$ cat config.mk
export PLATFORM = sky130hd
export DESIGN_NAME = down_counter_timer_ctrl_flat
export DESIGN_NICKNAME = d
export VERILOG_FILES = /design/src/rtl/down_counter_timer_ctrl_if.sv /design/src/rtl/down_counter_timer_ctrl.sv /design/src/flat_wrapper.sv
export SDC_FILE = /design/constraint.sdc
export NUM_CORES = 1
export LEC_CHECK = 0
export CORE_ASPECT_RATIO = 1.1
export CORE_MARGIN = 2
export CORE_UTILIZATION = 49
export CTS_CLUSTER_SIZE = 30
export DETAILED_ROUTE_END_ITERATION = 10
export PLACE_DENSITY = 0.79
export SYNTH_ARGS = -nofsm -noshare
export SYNTH_HDL_FRONTEND = slang
export SYNTH_SLANG_ARGS = --single-unit
$ cat constraint.sdc
create_clock -name clk -period 1.88 [get_ports clk]
set_input_delay 0.188 -clock clk [delete_from_list [all_inputs] [get_ports clk]]
set_output_delay 0.188 -clock clk [all_outputs]
set_load 0.1 [all_outputs]
$ cat src/rtl/down_counter_timer_ctrl_if.sv
// Control/status bundle between a host and the countdown timer controller.
// The host (master) drives the commands and the timer (slave) drives the status.
interface down_counter_timer_ctrl_if #(
   parameter int WIDTH = 4
);
   logic [WIDTH-1:0] load_val;
   logic             start;
   logic             stop;
   logic             pause;
   logic             periodic;
   logic [WIDTH-1:0] q;
   logic             busy;
   logic             paused;
   logic             done;

   modport master (
      output load_val, start, stop, pause, periodic,
      input  q, busy, paused, done
   );

   modport slave (
      input  load_val, start, stop, pause, periodic,
      output q, busy, paused, done
   );
endinterface

$ cat src/rtl/down_counter_timer_ctrl.sv
// Programmable countdown timer: one-shot or auto-reload, prescaled ticks,
// with pause/resume and abort. All outputs are registered.
module down_counter_timer_ctrl #(
   parameter int WIDTH    = 4,
   parameter int PRESCALE = 1
) (
   input logic                      clk,
   input logic                      rst,
   down_counter_timer_ctrl_if.slave bus
);
   localparam int PW = (PRESCALE > 1) ? $clog2(PRESCALE) : 1;
   localparam logic [PW-1:0] PRESC_MAX = PW'(PRESCALE - 1);

   typedef enum logic [1:0] {
      IDLE  = 2'd0,
      RUN   = 2'd1,
      PAUSE = 2'd2
   } state_t;

   state_t           state_q, state_d;
   logic [WIDTH-1:0] q_q, q_d;
   logic [WIDTH-1:0] reload_q, reload_d;
   logic             mode_q, mode_d;
   logic [PW-1:0]    presc_q, presc_d;
   logic             done_q, done_d;
   logic             busy_q, paused_q;

   always_ff @(posedge clk) begin
      if (rst) begin
         state_q  <= IDLE;
         q_q      <= '0;
         reload_q <= '0;
         mode_q   <= 1'b0;
         presc_q  <= '0;
         done_q   <= 1'b0;
         busy_q   <= 1'b0;
         paused_q <= 1'b0;
      end else begin
         state_q  <= state_d;
         q_q      <= q_d;
         reload_q <= reload_d;
         mode_q   <= mode_d;
         presc_q  <= presc_d;
         done_q   <= done_d;
         busy_q   <= (state_d != IDLE);
         paused_q <= (state_d == PAUSE);
      end
   end

   always_comb begin
      state_d  = state_q;
      q_d      = q_q;
      reload_d = reload_q;
      mode_d   = mode_q;
      presc_d  = presc_q;
      done_d   = 1'b0;

      if (bus.stop) begin
         // Abort keeps q visible; start in the same cycle is ignored.
         state_d = IDLE;
      end else if (bus.start) begin
         if (bus.load_val != '0) begin
            q_d      = bus.load_val;
            reload_d = bus.load_val;
            mode_d   = bus.periodic;
            presc_d  = '0;
            state_d  = RUN;
         end else begin
            q_d     = '0;
            done_d  = 1'b1;
            state_d = IDLE;
         end
      end else begin
         unique case (state_q)
            RUN: begin
               if (bus.pause) begin
                  state_d = PAUSE;
               end else if (presc_q == PRESC_MAX) begin
                  presc_d = '0;
                  // q<=1 treated as terminal so q can never wrap below zero.
                  if (q_q <= WIDTH'(1)) begin
                     done_d = 1'b1;
                     if (mode_q) begin
                        q_d = reload_q;
                     end else begin
                        q_d     = '0;
                        state_d = IDLE;
                     end
                  end else begin
                     q_d = q_q - WIDTH'(1);
                  end
               end else begin
                  presc_d = presc_q + PW'(1);
               end
            end
            PAUSE: begin
               if (!bus.pause) begin
                  state_d = RUN;
               end
            end
            default: begin
               state_d = IDLE;
            end
         endcase
      end
   end

   assign bus.q      = q_q;
   assign bus.busy   = busy_q;
   assign bus.paused = paused_q;
   assign bus.done   = done_q;
endmodule

$ cat src/flat_wrapper.sv
// flat-port wrapper written by rule: the top's interface ports become plain ports
module down_counter_timer_ctrl_flat 
#(
   parameter int WIDTH    = 4,
   parameter int PRESCALE = 1
)
  (clk, rst, bus_load_val, bus_start, bus_stop, bus_pause, bus_periodic, bus_q, bus_busy, bus_paused, bus_done);
  down_counter_timer_ctrl_if #(.WIDTH(WIDTH)) bus_i ();
  input logic clk;
  input logic rst;
  input wire logic [$bits(bus_i.load_val)-1:0] bus_load_val;
  input wire logic [$bits(bus_i.start)-1:0] bus_start;
  input wire logic [$bits(bus_i.stop)-1:0] bus_stop;
  input wire logic [$bits(bus_i.pause)-1:0] bus_pause;
  input wire logic [$bits(bus_i.periodic)-1:0] bus_periodic;
  output wire logic [$bits(bus_i.q)-1:0] bus_q;
  output wire logic [$bits(bus_i.busy)-1:0] bus_busy;
  output wire logic [$bits(bus_i.paused)-1:0] bus_paused;
  output wire logic [$bits(bus_i.done)-1:0] bus_done;
  assign bus_i.load_val = bus_load_val;
  assign bus_i.start = bus_start;
  assign bus_i.stop = bus_stop;
  assign bus_i.pause = bus_pause;
  assign bus_i.periodic = bus_periodic;
  assign bus_q = bus_i.q;
  assign bus_busy = bus_i.busy;
  assign bus_paused = bus_i.paused;
  assign bus_done = bus_i.done;
  down_counter_timer_ctrl #(.WIDTH(WIDTH), .PRESCALE(PRESCALE)) u_core (.clk(clk), .rst(rst), .bus(bus_i));
endmodule
Word level (Yosys, flattened, before mapping)
Index checks and enable logic that the tools add are counted.
{ "classes": {"addsub": 2, "bitwise": 1, "eq_ne": 6, "n_lt_le_gt_ge": 1, "mux": 27, "n_reduce_logical": 7} }
{ "ops": {"columns": ["operator", "count"], "rows": [
  ["two-way mux 4 bit", 7],
  ["two-way mux 2 bit", 7],
  ["two-way mux 1 bit", 12],
  ["AND reduction 4 bit", 2],
  ["== test 2 bit (second input constant)", 2],
  ["<= comparator 4 x 1 -> 1 bit (second input constant)", 1],
  ["inequality test 2 bit (second input constant)", 2],
  ["one-hot mux 2 bit (2 select lines)", 1],
  ["nonzero test 2 bit", 2],
  ["nonzero test 4 bit", 1],
  ["subtractor 4 x 1 -> 4 bit (second input constant)", 1],
  ["AND reduction 3 bit", 1],
  ["== test 2 x 1 -> 1 bit (second input constant)", 1],
  ["inequality test 2 x 1 -> 1 bit (second input constant)", 1],
  ["OR reduction 2 bit", 1],
  ["adder 1 bit (second input constant)", 1],
  ["inverter 1 bit", 1]
]} }
{ "totals": {"out_inout_bits": 7, "register_bits": 15, "word_cells": 52} }

Logic depth before layout (Yosys ltp)
{ "logic_depth": {"ltp_word": 8, "ltp_mapped": 6, "depth_no_buf": 6} }

Worst setup path before layout
Ideal clock, no wire load.
{ "synth_timing": {"kind": "register to register", "from": "reg u_core.q_q[1], in the netlist u_core.bus.q[1]", "to": "reg u_core.q_q[0], in the netlist u_core.bus.q[0]", "setup_slack_ps": -318, "t_required_ps": 1779, "setup_ps": 101, "stages_incl_launch_ff": 7, "arrival_ps": 2097, "path_cell_list": "dfxtp_1 inv_1 ha_1 or2_1 a21oi_1 a311oi_1 o41ai_1"} }
{ "synth_between": {"elab_chain_cells": 6} }
{ "synth_rtl": {"columns": ["item", "line", "rtl"], "rows": [
  ["from (decl)", "down_counter_timer_ctrl.sv:21", "logic [WIDTH-1:0] q_q, q_d;"],
  ["from (signal assigned)", "down_counter_timer_ctrl.sv:40", "q_q <= q_d;"],
  ["<= comparator 4 x 1 -> 1 bit", "down_counter_timer_ctrl.sv:81", "if (q_q <= WIDTH'(1)) begin"],
  ["two-way mux 4 bit", "down_counter_timer_ctrl.sv:81", null],
  ["two-way mux 4 bit", "down_counter_timer_ctrl.sv:78", "end else if (presc_q == PRESC_MAX) begin"],
  ["two-way mux 4 bit", "down_counter_timer_ctrl.sv:76", "if (bus.pause) begin"],
  ["two-way mux 4 bit", "down_counter_timer_ctrl.sv:74", "unique case (state_q)"],
  ["two-way mux 4 bit", "down_counter_timer_ctrl.sv:61", "end else if (bus.start) begin"]
]} }
No other way between the ends. The select of a mux whose other input is x is not followed.
A chain may end at the register's enable or synchronous reset.

Final worst setup path
{ "layout_timing": {"from": "reg u_core.state_q[0]", "to": "reg u_core.paused_q, in the netlist u_core.bus.paused"} }
{ "layout_between": {"elab_chain_cells": 8} }
{ "layout_rtl": {"columns": ["item", "line", "rtl"], "rows": [
  ["from (decl)", "down_counter_timer_ctrl.sv:20", "state_t state_q, state_d;"],
  ["from (signal assigned)", "down_counter_timer_ctrl.sv:39", "state_q <= state_d;"],
  ["two-way mux 2 bit", "down_counter_timer_ctrl.sv:83", "if (mode_q) begin"],
  ["two-way mux 2 bit", "down_counter_timer_ctrl.sv:81", null],
  ["two-way mux 2 bit", "down_counter_timer_ctrl.sv:78", null],
  ["two-way mux 2 bit", "down_counter_timer_ctrl.sv:76", null],
  ["one-hot mux 2 bit (2 select lines) *", "down_counter_timer_ctrl.sv:74", null],
  ["two-way mux 2 bit *", "down_counter_timer_ctrl.sv:61", null],
  ["two-way mux 2 bit *", "down_counter_timer_ctrl.sv:58", "if (bus.stop) begin"],
  ["== test 2 bit *", "down_counter_timer_ctrl.sv:46", "paused_q <= (state_d == PAUSE);"],
  ["to (signal assigned)", "down_counter_timer_ctrl.sv:46", null],
  ["to (decl)", "down_counter_timer_ctrl.sv:26", "logic busy_q, paused_q;"]
]} }
Every way passes the cells marked *; elsewhere a longest branch is shown, timed or not.

==> impl_metrics.yaml <==
status:
  run_status: "finished, final reports clean"
logic_synthesis:
  ys_types: 35
  ys_seq_area_share_pct: 34.4
  synth_seq_cells: 14
  synth.cell_area_um2: 816
  synthesis.instances: 88
  mapped_avg_cell_area_um2: 9.27
  synthesis.yosys.warnings: 0
  synth_fp_nets: 102
global_route:
  globalRouteTotalUtil_pct: 19.4
  grt_pass1_vias: 637
  first_pass_grt_wire_length_um: 2840
  grt_max_degree: 15
  grt_antenna_before_repair: 0
  globalRouteOverflowTotal: 0
floorplanning:
  ios: 17
  design.die.area_mm2: 0.00201
  fp.dieH_um: 46.8
  initial_core_utilization_pct: 52.4
  die_w_um: 42.9
  fp.coreArea_mm2: 0.00156
  std_cell_rows: 15
clock_network:
  cts_max_path_buffers: 2
  clock-root-buffer: "clkbuf_4"
  cts_tree: "yes"
  cts_resized: 0
  tritoncts.num_buffers: 3
  cts_max_level: 1
  cts_hold_buf: 0
  clock_latency_of_the_later_clocked_register_in_the_worst_skew_pair_ns: 0.28
  cts.repair_timing.setup_buffer_count: 0
  numClockSinks: 14
  clk_pin_slew_ns: 0.08
drt:
  drcViolationCount: 0
  drtIter0Drc: 16
  detail-route-antenna-nets: 0
  vias: 739
  wl_per_cell_um: 14.0
  routed_wl_um: 1730
  dr.pass1.iters: 4
  via_per_inst: 6.01
layout:
  layout_commonest_cell: "dfxtp_1"
  areaGrowthSynthToFinish_pct: 23.3
  antennaDiodeCount: 0
  layout_cells_sized_above_1_pct: 20.8
  instances_no_fill: 123
  design.final.nets: 122
  final_cell_mix: "dfxtp_1 (10), nor2_1 (9), clkdlybuf4s50_1 (9), buf_4 (9), inv_1 (8)"
hold_path:
  min_from: "u_core.reload_q[0]"
  timing.hold.worst_path_depth: 2
  holdCritPathClass: "flop to flop"
  min_delay_worst_endpoint: "u_core.reload_q[0]"
critical_path:
  setup.worst_path.end_class: "flop"
  worst_r2r_endpoint: "u_core.bus.paused"
  worstPathMaxFanout: 4
  logic_depth_of_the_worst_register_to_register_path: 6
  worstSetupPathType: "flop to flop"
  worst-endpoint-required_ns: 2.04
  r2r_setup_slack_ns: 0.23
  cp.arrival_ns: 1.81
  kind_of_start_point_of_the_critical_path: "flop"
  worst_r2r_startpoint: "u_core.state_q[0]"
place:
  gpl_wtd_cong: 0.794
  dp_worst_setup_slack_ns: 0.214
  dpl.cell_count: 120
  place_hpwl_um: 1290
  place.port_buffers: 16
sta:
  report.final.hold_viol_count: 0
  worstMarginPinSlew_ns: 0.549
  setup_viol: 0
  maxSlewViolCount: 0
  fmax_mhz: 606
  setup_skew_after_layout_ns: 0.00508
  fin_tns_setup_ns: 0
  timing.max_slew.rel_slack_pct: 63.2
  final.setup.worst_slack_ns: 0.231
  layout_worst_path_cycle_share_pct: 87.7
  period_needed_ns: 1.65
  setup_repair_after_global_routing_missed_its_margin: "false"
power_and_ir_drop:
  max-vdd-ir-drop_uv: 438
  total_power_uw: 674
  powerDensity_mw_per_mm2: 670
  power.static_leakage_uw: 0.000390
job:
  maxCapViolations: 0
flip-flops by register name (all words and copies together) (netlist names):
register           count
u_core.bus.paused      1
u_core.mode_q          1
u_core.bus.done        1
u_core.bus.busy        1
u_core.reload_q        4
u_core.state_q         2
u_core.bus.q           4
Yosys cell counts (all sizes together):
| cell | n | area share (%) |
|---|---|---|
| and2 | 2 | 1.5 |
| nand2b | 1 | 0.77 |
| nor4 | 3 | 4.9 |
| a311oi | 3 | 3.2 |
| a21oi | 3 | 1.8 |
| dfxtp | 14 | 34 |
| nor3 | 4 | 3.7 |
| a31oi | 2 | 1.5 |
| mux2 | 1 | 1.4 |
| inv | 8 | 3.7 |
| nand4 | 1 | 0.77 |
| o21ai | 3 | 2.3 |
| nor2 | 9 | 4.1 |
| o41ai | 4 | 4.3 |
| a22oi | 2 | 1.8 |
| clkbuf | 1 | 0.46 |
| nor3b | 1 | 2.3 |
| nand3 | 1 | 0.61 |
| a21o | 1 | 0.92 |
| mux2i | 5 | 6.1 |
| a21boi | 1 | 0.92 |
| buf | 2 | 1.5 |
| ha | 4 | 6.1 |
| a221o | 1 | 1.2 |
| o211ai | 1 | 0.92 |
| nand3b | 3 | 2.8 |
| nor4bb | 1 | 1.2 |
| or2 | 1 | 0.77 |
| nor2b | 5 | 3.8 |
routing by layer:
metal  track usage, %  part of all wire (%)  up-vias
met5                0                     0        -
met4             11.3                   2.2        0
met3             3.46                   6.1        5
met2             28.8                    44       28
met1             26.8                    48      345
li1                 -                     -      361
worst max-delay path, stage by stage (launching register included):
cell      delay (ns)
dfxtp_1         0.37
inv_1           0.06
ha_1            0.33
nor4bb_1        0.28
o41ai_1         0.13
a22oi_1         0.26
a21boi_1        0.11
worst max path at each step:
stage                     slack, ns         startpoint                 to  cells past startpoint
final                          0.23  u_core.state_q[0]  u_core.bus.paused                      6
after global routing           0.09  u_core.state_q[0]  u_core.state_q[0]                      6
after CTS                      0.20  u_core.state_q[0]  u_core.bus.paused                      6
after detailed placement       0.21          bus_start  u_core.bus.paused                      5
after global placement         0.25  u_core.state_q[0]  u_core.bus.paused                      6
after floorplan                0.04    u_core.bus.q[1]    u_core.bus.q[0]                      6
through the flow:
step / hold slack, ns / util [%] / area, um2
3_3_place_gp: 0.484 / 63.1 / 983
3_5_place_dp: 0.499 / 63.1 / 983
2_1_floorplan: 0.267 / - / 821
5_1_grt: 0.531 / 64.6 / 1010
6_report: 0.515 / 64.6 / 1010
4_1_cts: 0.519 / 64.6 / 1010
power breakdown:
part           internal [uW]  leakage [uW]  switching, uW
logic                   69.3      0.000260            113
registers                310      0.000116           16.2
clock network           74.5     0.0000138           90.9
logic make-up (layout without fill, tap and decap cells):
logic type	Yosys count	in the layout	synth area share (%)
AOI/OAI and AO/OA	21	21	19.0
buffers and inverters	11	29	5.67
DFF	14	14	34.4
adders and majority gates	4	4	6.14
and+or+nand+nor	32	32	27.3
muxes	6	6	7.52
layout make-up:
cell class / instances / area [um2]
repair buffers: 18 / 158
inverters: 8 / 30.0
flip-flops and latches: 14 / 285
clock buffers: 3 / 22.5
fillers: 144 / 552
multi-input cells: 63 / 489
well taps: 17 / 21.3
Power figures use the tool's default switching activity.
==> edit: new RTL, config.mk and constraints unchanged <==
`WIDTH` is set to 4 in 3 places; all go to 3.
--- a/src/rtl/down_counter_timer_ctrl_if.sv
+++ b/src/rtl/down_counter_timer_ctrl_if.sv
@@ -2,5 +2,5 @@
 // The host (master) drives the commands and the timer (slave) drives the status.
 interface down_counter_timer_ctrl_if #(
-   parameter int WIDTH = 4
+   parameter int WIDTH = 3
 );
    logic [WIDTH-1:0] load_val;
--- a/src/rtl/down_counter_timer_ctrl.sv
+++ b/src/rtl/down_counter_timer_ctrl.sv
@@ -2,5 +2,5 @@
 // with pause/resume and abort. All outputs are registered.
 module down_counter_timer_ctrl #(
-   parameter int WIDTH    = 4,
+   parameter int WIDTH    = 3,
    parameter int PRESCALE = 1
 ) (
--- a/src/flat_wrapper.sv
+++ b/src/flat_wrapper.sv
@@ -2,5 +2,5 @@
 module down_counter_timer_ctrl_flat 
 #(
-   parameter int WIDTH    = 4,
+   parameter int WIDTH    = 3,
    parameter int PRESCALE = 1
 )
Ports: changed (resized bus_load_val and bus_q); port bits go from 17 to 15. No check against the original RTL was run, so the function may have changed too.
==> edit against the original RTL <==
Sequential share of layout area is 0.72 points lower; worst setup slack gained 110 ps; total power down 2.9%; global-route usage increased by 2.8 points; clock skew about the same; sequential cell count shrank 2; via count down 15%; first-iteration DRC count grew 25%; synthesized area decreased by 17%; wire length is 11% lower; synthesized cell count is 11% lower; utilization grew 1.4 points; cell area decreased by 13%; sequential power is 15% lower; critical endpoint unchanged; largest power group unchanged; highest routed layer unchanged.
==> edit: results (changes against the original RTL) <==
Global route
  • Largest net degree at the start of global routing: 11 (was 15)
  • First-pass GRT wire length: 2573 microns (was 2835 microns)
  • Number of global-route vias before repair: 595 (was 637)
  • Total track usage: 22.19% (was 19.42%)

Detailed routing
  • First DRT Iteration DRCs: 20 (was 16)
  • Drt total wl: 1537 microns (was 1727 microns)
  • Vias per cell: 5.584 (was 6.008)

Worst setup path
  • CP arrival: 1720 ps (was 1810 ps)
  • Flop-to-flop setup slack: 340 ps (was 230 ps)

Timing
  • Max_slew headroom: 71.15% (was 63.16%)
  • Clock skew: 5.117 ps (was 5.078 ps)

Final layout
  • # nets final: 111 (was 122)
  • Filler cells: 125 (was 144)
  • Layout cells sized above 1: 20.62% (was 20.75%)

Min path
  • Worst Hold Path EP: u_core.reload_q[2]$_SDFFE_PP0P_ (was u_core.reload_q[0]$_SDFFE_PP0P_)
  • Hold_sp: u_core.reload_q[2]$_SDFFE_PP0P_ (was u_core.reload_q[0]$_SDFFE_PP0P_)

Placed design
  • Dpl ws: 200.4 ps (was 213.7 ps)
  • Hpwl dp: 1202 microns (was 1292 microns)

Synth
  • Syn nets: 91 (was 102)
  • Commonest cells in the netlist: dfxtp_1 (12), nor2_1 (7), inv_1 (6), nand2_1 (6), a21oi_1 (5) (was dfxtp_1 (14), nor2_1 (9), inv_1 (8))
  • Post-synthesis cell type count: 30 (was 35)

Power and ir drop
  • Power Internal: 448.2 uW (was 453.9 uW)
  • Pleak: 0.3651 nW (was 0.3898 nW)
  • Worst IR Drop VDD: 0.0005225 V (was 0.0004382 V)

Status
  • Outcome: completed (unchanged)

Clock network
  • Max Root-Sink Buffers: 2 (unchanged)
-- edit: final cells by class --
cell class              count  share of cell area (%)
inverters                   6                   2.564
repair buffers             18                   17.66
clock buffers               4                   4.131
flip-flops and latches     12                   27.64
multi-input cells          57                   45.73
well taps                  16                   2.279
-- edit: worst max path at each step --
stage | from | end | slack [ps]
6_report | u_core.state_q[0]$_SDFF_PP0_ | u_core.bus.paused$_SDFF_PP0_ | 340
5_1_grt | u_core.state_q[0]$_SDFF_PP0_ | u_core.bus.paused$_SDFF_PP0_ | 220
4_1_cts | u_core.state_q[0]$_SDFF_PP0_ | u_core.bus.paused$_SDFF_PP0_ | 330
3_5_place_dp | bus_load_val[1] | u_core.bus.paused$_SDFF_PP0_ | 200
3_3_place_gp | bus_load_val[1] | u_core.bus.paused$_SDFF_PP0_ | 210
2_1_floorplan | u_core.bus.q[1]$_SDFFE_PP0P_ | u_core.bus.q[1]$_SDFFE_PP0P_ | 60
-- edit: power groups by stage --
stage | Sequential (mW) | Combinational [mW] | Clock, mW
after detailed placement | 0.284 | 0.167 | 0
after global routing | 0.280 | 0.181 | 0.220
after global placement | 0.283 | 0.163 | 0
final | 0.278 | 0.168 | 0.208
after CTS | 0.278 | 0.168 | 0.211
after floorplan | 0.327 | 0.0719 | 0
-- edit: critical path, stage by stage (launching register included) --
cell     delay [ps]
dfxtp_1         400
inv_1            60
ha_1            290
nor3_1          240
buf_4           180
a41oi_2         120
and2_1          160
-- edit: metal layers --
metal	routed length, microns	GRT usage, %
met1	638	25.00
met2	814	37.70
met3	63	4.712
met4	20	10.34
met5	0	0
-- edit: logic make-up after synthesis --
logic type	count (synthesis)	share of synthesized area, %
AO/OA/AOI/OAI	23	26.30
XOR/XNOR	1	1.297
adder cells (fa/ha/maj)	4	7.408
buffers and inverters	9	5.000
flip-flops	12	35.56
multiplexers	3	4.445
AND/OR/NAND/NOR	26	20.00
-- edit: through the flow --
step / cells / instance area (sq um) / hold WS [ps] / total power [mW]
final: 113 / 878.3 / 509.5 / 0.6543
after global routing: 113 / 878.3 / 561.0 / 0.6813
after CTS: 113 / 878.3 / 514.4 / 0.6575
after detailed placement: 109 / 842.1 / 494.7 / 0.4512
after global placement: 109 / 842.1 / 479.3 / 0.4465
after floorplan: 78 / 678.2 / 335.2 / 0.3985
